## src/rtl/game_timer.sv

```systemverilog
`default_nettype none
// ============================================================================
// Module   : game_timer
// Purpose  : Prescaled countdown timer with load/run/pause control. A
//            prescaler divides clk_in by DIV = CLK_HZ/TICK_HZ. Each prescaler
//            wrap in RUN decrements 'remaining'. 'expired' pulses on reaching
//            zero.
// Ports    : clk_in    - single clock, rising edge
//            reset     - synchronous, active-high
//            start     - load-and-run strobe (priority over pause/tick)
//            pause     - level-sensitive hold request
//            load_val  - countdown start value, sampled when start=1
//            tick_out  - one-cycle pulse per countdown tick
//            remaining - current countdown value
//            running   - high only in RUN
//            expired   - one-cycle pulse on reaching zero
//            bcd_out   - three BCD digits of remaining (GAME_TIMER_BCD_EN only)
// Options  : define GAME_TIMER_BCD_EN to add bcd_out (requires CNT_W <= 8)
// Revision : 1.0 - initial release
// ============================================================================
module game_timer #(
    parameter int CLK_HZ  = 100_000_000,
    parameter int TICK_HZ = 1,
    parameter int CNT_W   = 8
) (
    input  logic             clk_in,
    input  logic             reset,
    input  logic             start,
    input  logic             pause,
    input  logic [CNT_W-1:0] load_val,
    output logic             tick_out,
    output logic [CNT_W-1:0] remaining,
    output logic             running,
    output logic             expired
`ifdef GAME_TIMER_BCD_EN
    ,
    output logic [11:0]      bcd_out
`endif
);

    localparam int c_DIV  = CLK_HZ / TICK_HZ;
    localparam int c_PS_W = $clog2(c_DIV);
    localparam logic [c_PS_W-1:0] c_PS_MAX = c_PS_W'(c_DIV - 1);

    typedef enum logic [1:0] {
        S_IDLE  = 2'd0,
        S_RUN   = 2'd1,
        S_PAUSE = 2'd2,
        S_DONE  = 2'd3
    } state_t;

    state_t             state_q, state_d;
    logic [c_PS_W-1:0]  ps_q, ps_d;
    logic [CNT_W-1:0]   rem_q, rem_d;
    logic               expired_q, expired_d;
    logic               w_tick;

    // Tick decoded purely from registered state so no input reaches tick_out.
    assign w_tick = (state_q == S_RUN) && (ps_q == c_PS_MAX);

    always_ff @(posedge clk_in) begin
        if (reset) begin
            state_q   <= S_IDLE;
            ps_q      <= '0;
            rem_q     <= '0;
            expired_q <= 1'b0;
        end else begin
            state_q   <= state_d;
            ps_q      <= ps_d;
            rem_q     <= rem_d;
            expired_q <= expired_d;
        end
    end

    always_comb begin
        state_d   = state_q;
        ps_d      = ps_q;
        rem_d     = rem_q;
        expired_d = 1'b0;

        if (start) begin
            // Start wins over pause and any pending tick.
            rem_d = load_val;
            ps_d  = '0;
            if (load_val != '0) begin
                state_d = S_RUN;
            end else begin
                state_d   = S_DONE;
                expired_d = 1'b1;
            end
        end else begin
            case (state_q)
                S_IDLE: begin
                    ps_d = '0;
                end
                S_RUN: begin
                    if (w_tick) begin
                        ps_d = '0;
                        if (rem_q <= CNT_W'(1)) begin
                            rem_d     = '0;
                            state_d   = S_DONE;
                            expired_d = 1'b1;
                        end else begin
                            rem_d = rem_q - CNT_W'(1);
                        end
                    end else begin
                        ps_d = ps_q + c_PS_W'(1);
                    end
                    // Pause still lets this cycle's tick land; reaching zero
                    // takes precedence and the timer finishes instead.
                    if (pause && (state_d == S_RUN)) begin
                        state_d = S_PAUSE;
                    end
                end
                S_PAUSE: begin
                    // Prescaler holds, so resuming loses no elapsed time.
                    if (!pause) begin
                        state_d = S_RUN;
                    end
                end
                S_DONE: begin
                    ps_d  = '0;
                    rem_d = '0;
                end
                default: begin
                    state_d = S_IDLE;
                    ps_d    = '0;
                    rem_d   = '0;
                end
            endcase
        end
    end

    assign tick_out  = w_tick;
    assign remaining = rem_q;
    assign running   = (state_q == S_RUN);
    assign expired   = expired_q;

`ifdef GAME_TIMER_BCD_EN
    logic [7:0] w_bin;

    assign w_bin   = 8'(rem_q);
    // Constant divisors keep this a small combinational converter.
    assign bcd_out = {4'(w_bin / 8'd100),
                      4'((w_bin % 8'd100) / 8'd10),
                      4'(w_bin % 8'd10)};
`endif

endmodule
`default_nettype wire

```

## config.mk

```make
export PLATFORM = sky130hd
export DESIGN_NAME = game_timer
export DESIGN_NICKNAME = d
export VERILOG_FILES = /design/src/rtl/game_timer.sv
export SDC_FILE = /design/constraint.sdc
export NUM_CORES = 1
export LEC_CHECK = 0
export CAP_MARGIN = 20
export CORE_ASPECT_RATIO = 2
export CORE_MARGIN = 2
export CORE_UTILIZATION = 51
export DETAILED_ROUTE_END_ITERATION = 10
export GPL_ROUTABILITY_DRIVEN = 0
export PLACE_DENSITY_LB_ADDON = 0.25
export SYNTH_ARGS = -nofsm -noshare
export SYNTH_HDL_FRONTEND = slang
export SYNTH_SLANG_ARGS = --single-unit
```

## constraint.sdc

```tcl
create_clock -name clk_in -period 2 [get_ports clk_in]
set_input_delay 0.2 -clock clk_in [delete_from_list [all_inputs] [get_ports clk_in]]
set_output_delay 0.2 -clock clk_in [all_outputs]
set_load 0.1 [all_outputs]
```

==> impl_metrics.json, run 1 <==
{
  "synth.avg_cell_area_um2": 8.56,
  "rsz0062_at_grt": "true",
  "ys_warn_count": 0,
  "synth-seq-area-share_pct": 35.6,
  "nFillCells": 336,
  "syn_nets": 269,
  "arrival_ns": 2.19,
  "antenna_cells": 0,
  "path_max_fanout": 13,
  "setup_slack_ns": 0.00405,
  "ys_seq_elements": 38,
  "hold_slack_ns": 0.524,
  "crit_required_ns": 2.19,
  "vdd_drop_max_uv": 750,
  "synth_top_area_share_pct": 35.6,
  "dp_slack_ns": 0.0801,
  "hold_path.startpoint": "remaining[6]$_SDFFE_PP0P_",
  "wl_per_cell_um": 16.1,
  "fin_skew_ns": 0.00814,
  "regArea_um2": 785,
  "final_layout_size_suffix_gt1_share_pct": 30.0,
  "hp-class": "reg -> reg",
  "grt-ovfl-total": 0,
  "drt_first_iter_violations": 62,
  "start_util_pct": 52.9,
  "portBuffers": 22,
  "reg2reg_depth": 9,
  "first_global_vias": 1946,
  "drt_first_pass_iters": 4,
  "clock_latency_ns": 0.30,
  "core.rowCount": 33,
  "worstHoldPathCells": 2,
  "antenna_found_initial": 0,
  "route.detailed.drc": 0,
  "worstMarginPinSlew_ns": 0.524,
  "fin_crit_sh_pct": 99.8,
  "fin_nets": 315,
  "cts_tree": "yes",
  "syn_to_final_growth_pct": 31.9,
  "die_width_um": 49.8,
  "dieArea_mm2": 0.00476,
  "seqPwrFrac_pct": 45.9,
  "coreArea_mm2": 0.00405,
  "p_per_area_mw_per_mm2": 612,
  "setup_viol": 0,
  "hold_viol": 0,
  "cts-root-buf": "clkbuf_8",
  "worstSetupPathType": "reg -> reg",
  "htree_num_levels": 2,
  "clockPowerShare_pct": 32.8,
  "cts.clk_slew.worst_paths_ns": 0.08,
  "grt_max_degree": 28,
  "grt_pass1_wl_um": 8520,
  "reg2reg_slack_ns": 0.004,
  "internal-power_mw": 1.19,
  "status": "complete, no violations",
  "syn_inst": 250,
  "synth.area.top_cells": "dfxtp_1 (36%), nor2_1 (7.0%), xnor2_1 (7.0%)",
  "io_pins": 23,
  "hpwl_um": 3920,
  "cts_buffer_depth": 2,
  "post-route-min-period_ns": 2.00,
  "clock.fmax_mhz": 501,
  "yosysUniqueCellTypes": 49,
  "stdcell_count": 349,
  "maxSlewHeadroom_pct": 65.0,
  "multi_input_area_mm2": 0.00138,
  "p_leak_nw": 1.06,
  "die_h_um": 95.6,
  "num_vias": 2009,
  "drt_wl_total_um": 5600,
  "combPwrFrac_pct": 21.3,
  "cts.sinks": 38,
  "r2r_end": "ps_q[19]$_SDFFE_PP0P_",
  "p_sw_share_pct": 31.4,
  "final_antenna_net_count": 0,
  "synth.cell_area_mm2": 0.00214,
  "track_usage_pct": 23.5,
  "hold_buffers": 0,
  "min_to": "remaining[6]$_SDFFE_PP0P_",
  "start_kind": "flip-flop",
  "dpl.cell_count": 335,
  "timing.rr.start": "state_q[1]$_SDFFE_PP0P_",
  "drt-vias-per-instance": 5.76,
  "max_cap_violations": 0,
  "maxSlewViolCount": 0,
  "p_switching_mw": 0.542,
  "yosysTopAreaCell": "dfxtp_1",
  "cts_buffers": 5,
  "endpoint_kind": "flip-flop"
}
[per-stage QoR]
stage	utilization, %	power (mW)	TNS [ns]	area (um^2)
2_1_floorplan	-	1.06	-1.89	2190
3_3_place_gp	63.4	1.16	0	2560
3_5_place_dp	63.4	1.16	0	2560
4_1_cts	66.0	1.72	0	2670
5_1_grt	69.8	1.80	-1.50	2820
6_report	69.8	1.73	0	2820
[cell families after synthesis]
kind of cell	count (synthesis)	share of synthesized area, %
AND/OR/NAND/NOR	121	32.6
flip-flops	38	35.6
AO/OA/AOI/OAI	36	11.8
XOR/XNOR	25	10.2
buffers and inverters	21	4.85
adder cells (fa/ha/maj)	7	4.09
multiplexers	2	0.936
[registers in the layout (all words and copies together) (netlist names)]
signal / count
state_q: 2
remaining: 8
expired: 1
ps_q: 27
[layer usage]
metal  share of wire, %  up-vias  GRT usage, %
li1                   -      982             -
met1                 34      960          20.5
met2                 59       51          47.8
met3                2.9       16          3.76
met4                3.8        0          13.9
met5                  0        -             0
[worst max-delay path by stage]
stage | cells after the start | endpoint | slack [ns] | from
3_5_place_dp | 7 | ps_q[26]$_SDFFE_PP0P_ | 0.08 | state_q[0]$_SDFFE_PP0P_
5_1_grt | 9 | ps_q[19]$_SDFFE_PP0P_ | -0.08 | state_q[1]$_SDFFE_PP0P_
3_3_place_gp | 7 | ps_q[26]$_SDFFE_PP0P_ | 0.09 | state_q[0]$_SDFFE_PP0P_
6_report | 9 | ps_q[19]$_SDFFE_PP0P_ | 0.004 | state_q[1]$_SDFFE_PP0P_
2_1_floorplan | 5 | tick_out | -0.16 | state_q[1]$_SDFFE_PP0P_
4_1_cts | 7 | tick_out | 0.01 | state_q[1]$_SDFFE_PP0P_
[layout make-up]
| type | instances | share of cell area (%) |
|---|---|---|
| sequential | 38 | 27.8 |
| inverter | 12 | 1.68 |
| multi-input combinational | 191 | 49.0 |
| tap | 52 | 2.30 |
| clock buffer | 6 | 2.93 |
| timing repair buffer | 48 | 15.9 |
| clock inverter | 2 | 0.399 |
[worst max-delay path, cell delays in order (launching register included)]
cell	delay [ns]
dfxtp_4	0.37
inv_4	0.06
ha_4	0.15
and4bb_2	0.22
nand4_1	0.12
buf_4	0.18
o31a_4	0.28
o21ai_4	0.24
clkbuf_16	0.23
nor2_1	0.05
[power groups by stage]
stage	Clock (mW)	Combinational, mW	Sequential (mW)
after CTS	0.573	0.351	0.794
after floorplan	0	0.161	0.901
after detailed placement	0	0.350	0.813
after global placement	0	0.347	0.812
final	0.566	0.368	0.793
after global routing	0.607	0.394	0.797
[cells in the final DEF (no fill, tap or decap), types with 3 or more instances in the layout]
cell             synthesis  routed
a21oi_1                 12      11
clkdlybuf4s50_1          0      11
clkbuf_8                 0       6
nor2_1                  40      35
xnor2_1                 17      17
dfxtp_4                  0       4
ha_1                     7       3
buf_4                    0      33
nand2b_1                 6       6
dfxtp_1                 38      27
nand4_1                  7       7
nor3_1                   8       7
or2_0                    3       3
a211oi_1                 3       3
dfxtp_2                  0       7
a22oi_1                  3       3
inv_1                   12      11
nor4_1                   9       8
nor2_2                   3       6
o32ai_1                  3       3
xor2_1                   8       7
nand3_1                 10       9
nand2_1                 13      13
[timing repair]
action | 4_1_cts | 5_1_grt
buffers inserted | 1 | 3
setup endpoints to repair | 1 | 31
resized for setup | 2 | 19
pin swaps | 1 | 2
cloned | 0 | 2
[cell usage after synthesis, drive strengths merged]
library cell	count
nand2b	6
xnor2	17
a211oi	3
inv	12
or4	1
dfxtp	38
or2	6
ha	7
o31a	2
o31ai	1
or3	1
xor2	8
and4bb	2
nand2	13
and4b	1
mux2i	2
a21oi	12
nor2b	2
a22oi	3
nand4	9
and3	1
clkbuf	4
nor3b	1
nor2	43
o21ai	5
a221oi	2
buf	5
nor3	11
o32ai	3
nand4b	2
a311oi	1
a21boi	1
and4	3
a32oi	2
nand3	10
nor4	9
o22ai	1
Power figures use the tool's default switching activity.
==> inputs of run 2 (changes only) <==
Settings changed: CORE_UTILIZATION 51 to 53, CTS_BUF_LIST set to sky130_fd_sc_hd__clkbuf_4.
==> impl_metrics.json, run 2 (synthesis gave the netlist of run 1 again) <==
{
  "status": "complete, no violations",
  "cts_buffer_depth": 2,
  "fin_skew_ns": 0.0135,
  "p_leak_nw": 1.04,
  "maxSlewViolCount": 0,
  "route.detailed.drc": 0,
  "p_total_mw": 1.65,
  "dpl.cell_count": 335,
  "path_max_fanout": 6,
  "die_h_um": 93.9,
  "io_pins": 23,
  "min_to": "remaining[3]$_SDFFE_PP0P_",
  "fin_crit_sh_pct": 98.5,
  "p_switching_mw": 0.497,
  "dp_slack_ns": 0.0803,
  "place_area_mm2": 0.00257,
  "drt_first_pass_iters": 4,
  "hold_slack_ns": 0.516,
  "r2r_end": "ps_q[9]$_SDFFE_PP0P_",
  "fin_util_pct": 71.1,
  "drt-vias-per-instance": 5.68,
  "coreArea_mm2": 0.00388,
  "top_register": "ps_q",
  "num_vias": 1965,
  "cts_buffers": 5,
  "max_cap_violations": 0,
  "seqPwrFrac_pct": 48.3,
  "start_util_pct": 55.1,
  "grt_max_degree": 28,
  "worstHoldPathCells": 2,
  "setup-tns-final_ns": 0,
  "final_cell_mix": "nor2_1 (38), buf_4 (32), dfxtp_1 (28)",
  "antenna_cells": 0,
  "fin_nets": 314,
  "first_global_vias": 1916,
  "htree_num_levels": 2,
  "die_width_um": 48.9,
  "reg2reg_slack_ns": 0.07,
  "design_area_mm2": 0.00276,
  "setup_viol": 0,
  "syn_to_final_growth_pct": 29.1,
  "cts.sinks": 38,
  "portBuffers": 22,
  "worstMarginPinSlew_ns": 0.653,
  "final_common_cell": "nor2_1",
  "setup_slack_ns": 0.0296,
  "cts.clk_slew.worst_paths_ns": 0.12,
  "largest_reg_flops": 27,
  "reg2reg_depth": 9,
  "final_layout_size_suffix_gt1_share_pct": 28.5,
  "cts_tree": "yes",
  "hold_path.startpoint": "remaining[3]$_SDFFE_PP0P_",
  "endpoint_kind": "primary output",
  "antenna_found_initial": 0,
  "worstSetupPathType": "reg -> out",
  "cts-root-buf": "clkbuf_4",
  "final_antenna_net_count": 0,
  "p_per_area_mw_per_mm2": 597,
  "combPwrFrac_pct": 21.2,
  "crit_required_ns": 1.80,
  "arrival_ns": 1.77,
  "wl_per_cell_um": 15.5,
  "rsz0062_at_grt": "true",
  "start_kind": "flip-flop",
  "stdcell_count": 346,
  "hp-class": "reg -> reg",
  "hpwl_um": 3890,
  "dieArea_mm2": 0.00459,
  "internal-power_mw": 1.15,
  "clock.fmax_mhz": 508,
  "clockPowerShare_pct": 30.4,
  "grt-ovfl-total": 0,
  "drt_first_iter_violations": 39,
  "p_sw_share_pct": 30.1,
  "hold_buffers": 0,
  "clock_latency_ns": 0.34,
  "track_usage_pct": 24.3,
  "timing.rr.start": "state_q[1]$_SDFFE_PP0P_",
  "grt_pass1_wl_um": 8600,
  "maxSlewHeadroom_pct": 56.0,
  "hold_viol": 0,
  "vdd_drop_max_uv": 384,
  "drt_wl_total_um": 5350,
  "post-route-min-period_ns": 1.97,
  "core.rowCount": 32
}
run 2: cell types whose count changed in the layout (fill, tap and decap cells not counted), sizes merged:
cell    delta
clkbuf     -2
bufinv     +1
inv        -1
run 2: power groups by stage:
stage	Sequential, mW	Clock [mW]	Combinational (mW)
floorplan	0.901	0	0.161
global placement	0.814	0	0.334
detailed placement	0.815	0	0.336
CTS	0.798	0.514	0.339
global route	0.801	0.539	0.376
finish	0.796	0.501	0.350
run 2: worst max path at each step:
stage | startpoint | to | cells after the start
5_1_grt | state_q[1]$_SDFFE_PP0P_ | tick_out | 7
3_3_place_gp | state_q[0]$_SDFFE_PP0P_ | ps_q[16]$_SDFFE_PP0P_ | 9
4_1_cts | state_q[1]$_SDFFE_PP0P_ | tick_out | 7
6_report | state_q[1]$_SDFFE_PP0P_ | tick_out | 7
2_1_floorplan | state_q[1]$_SDFFE_PP0P_ | tick_out | 5
3_5_place_dp | state_q[0]$_SDFFE_PP0P_ | ps_q[22]$_SDFFE_PP0P_ | 7
run 2: cell type report:
class                   instances  area [um^2]
clock buffers                   5         37.5
clock inverters                 2         33.8
fillers                       326         1120
inverters                      12         47.5
multi-input cells             191         1370
flip-flops and latches         38          783
well taps                      51         63.8
repair buffers                 47          427
run 2: routing by layer:
| metal | global-route usage, % | vias to the layer above | part of all wire, % |
|---|---|---|---|
| met5 | 0 | - | 0 |
| met4 | 13.8 | 0 | 4.7 |
| met3 | 3.34 | 16 | 2.0 |
| met2 | 48.9 | 40 | 59 |
| met1 | 22.3 | 934 | 35 |
| li1 | - | 975 | - |
run 2: worst max-delay path, cell delays in order (launching register included):
cell and delay [ns]:
dfxtp_4 0.39, inv_4 0.06, ha_4 0.12, and4bb_2 0.21, nand4_1 0.11, buf_4 0.18
nor3_4 0.15, buf_12 0.20
run 2: timing repair:
action                                 4_1_cts  5_1_grt
setup buffers                                1        1
cloned                                       0        2
pin swaps                                    0        1
setup endpoints to repair                    1       35
resized for setup                            0       15
endpoints found under the hold margin        0        0
==> inputs of run 3 (changes only) <==
Settings changed: SLEW_MARGIN set to 10.
==> results of run 3 <==
No change in the layout: final DEF, timing and power equal those of run 2.
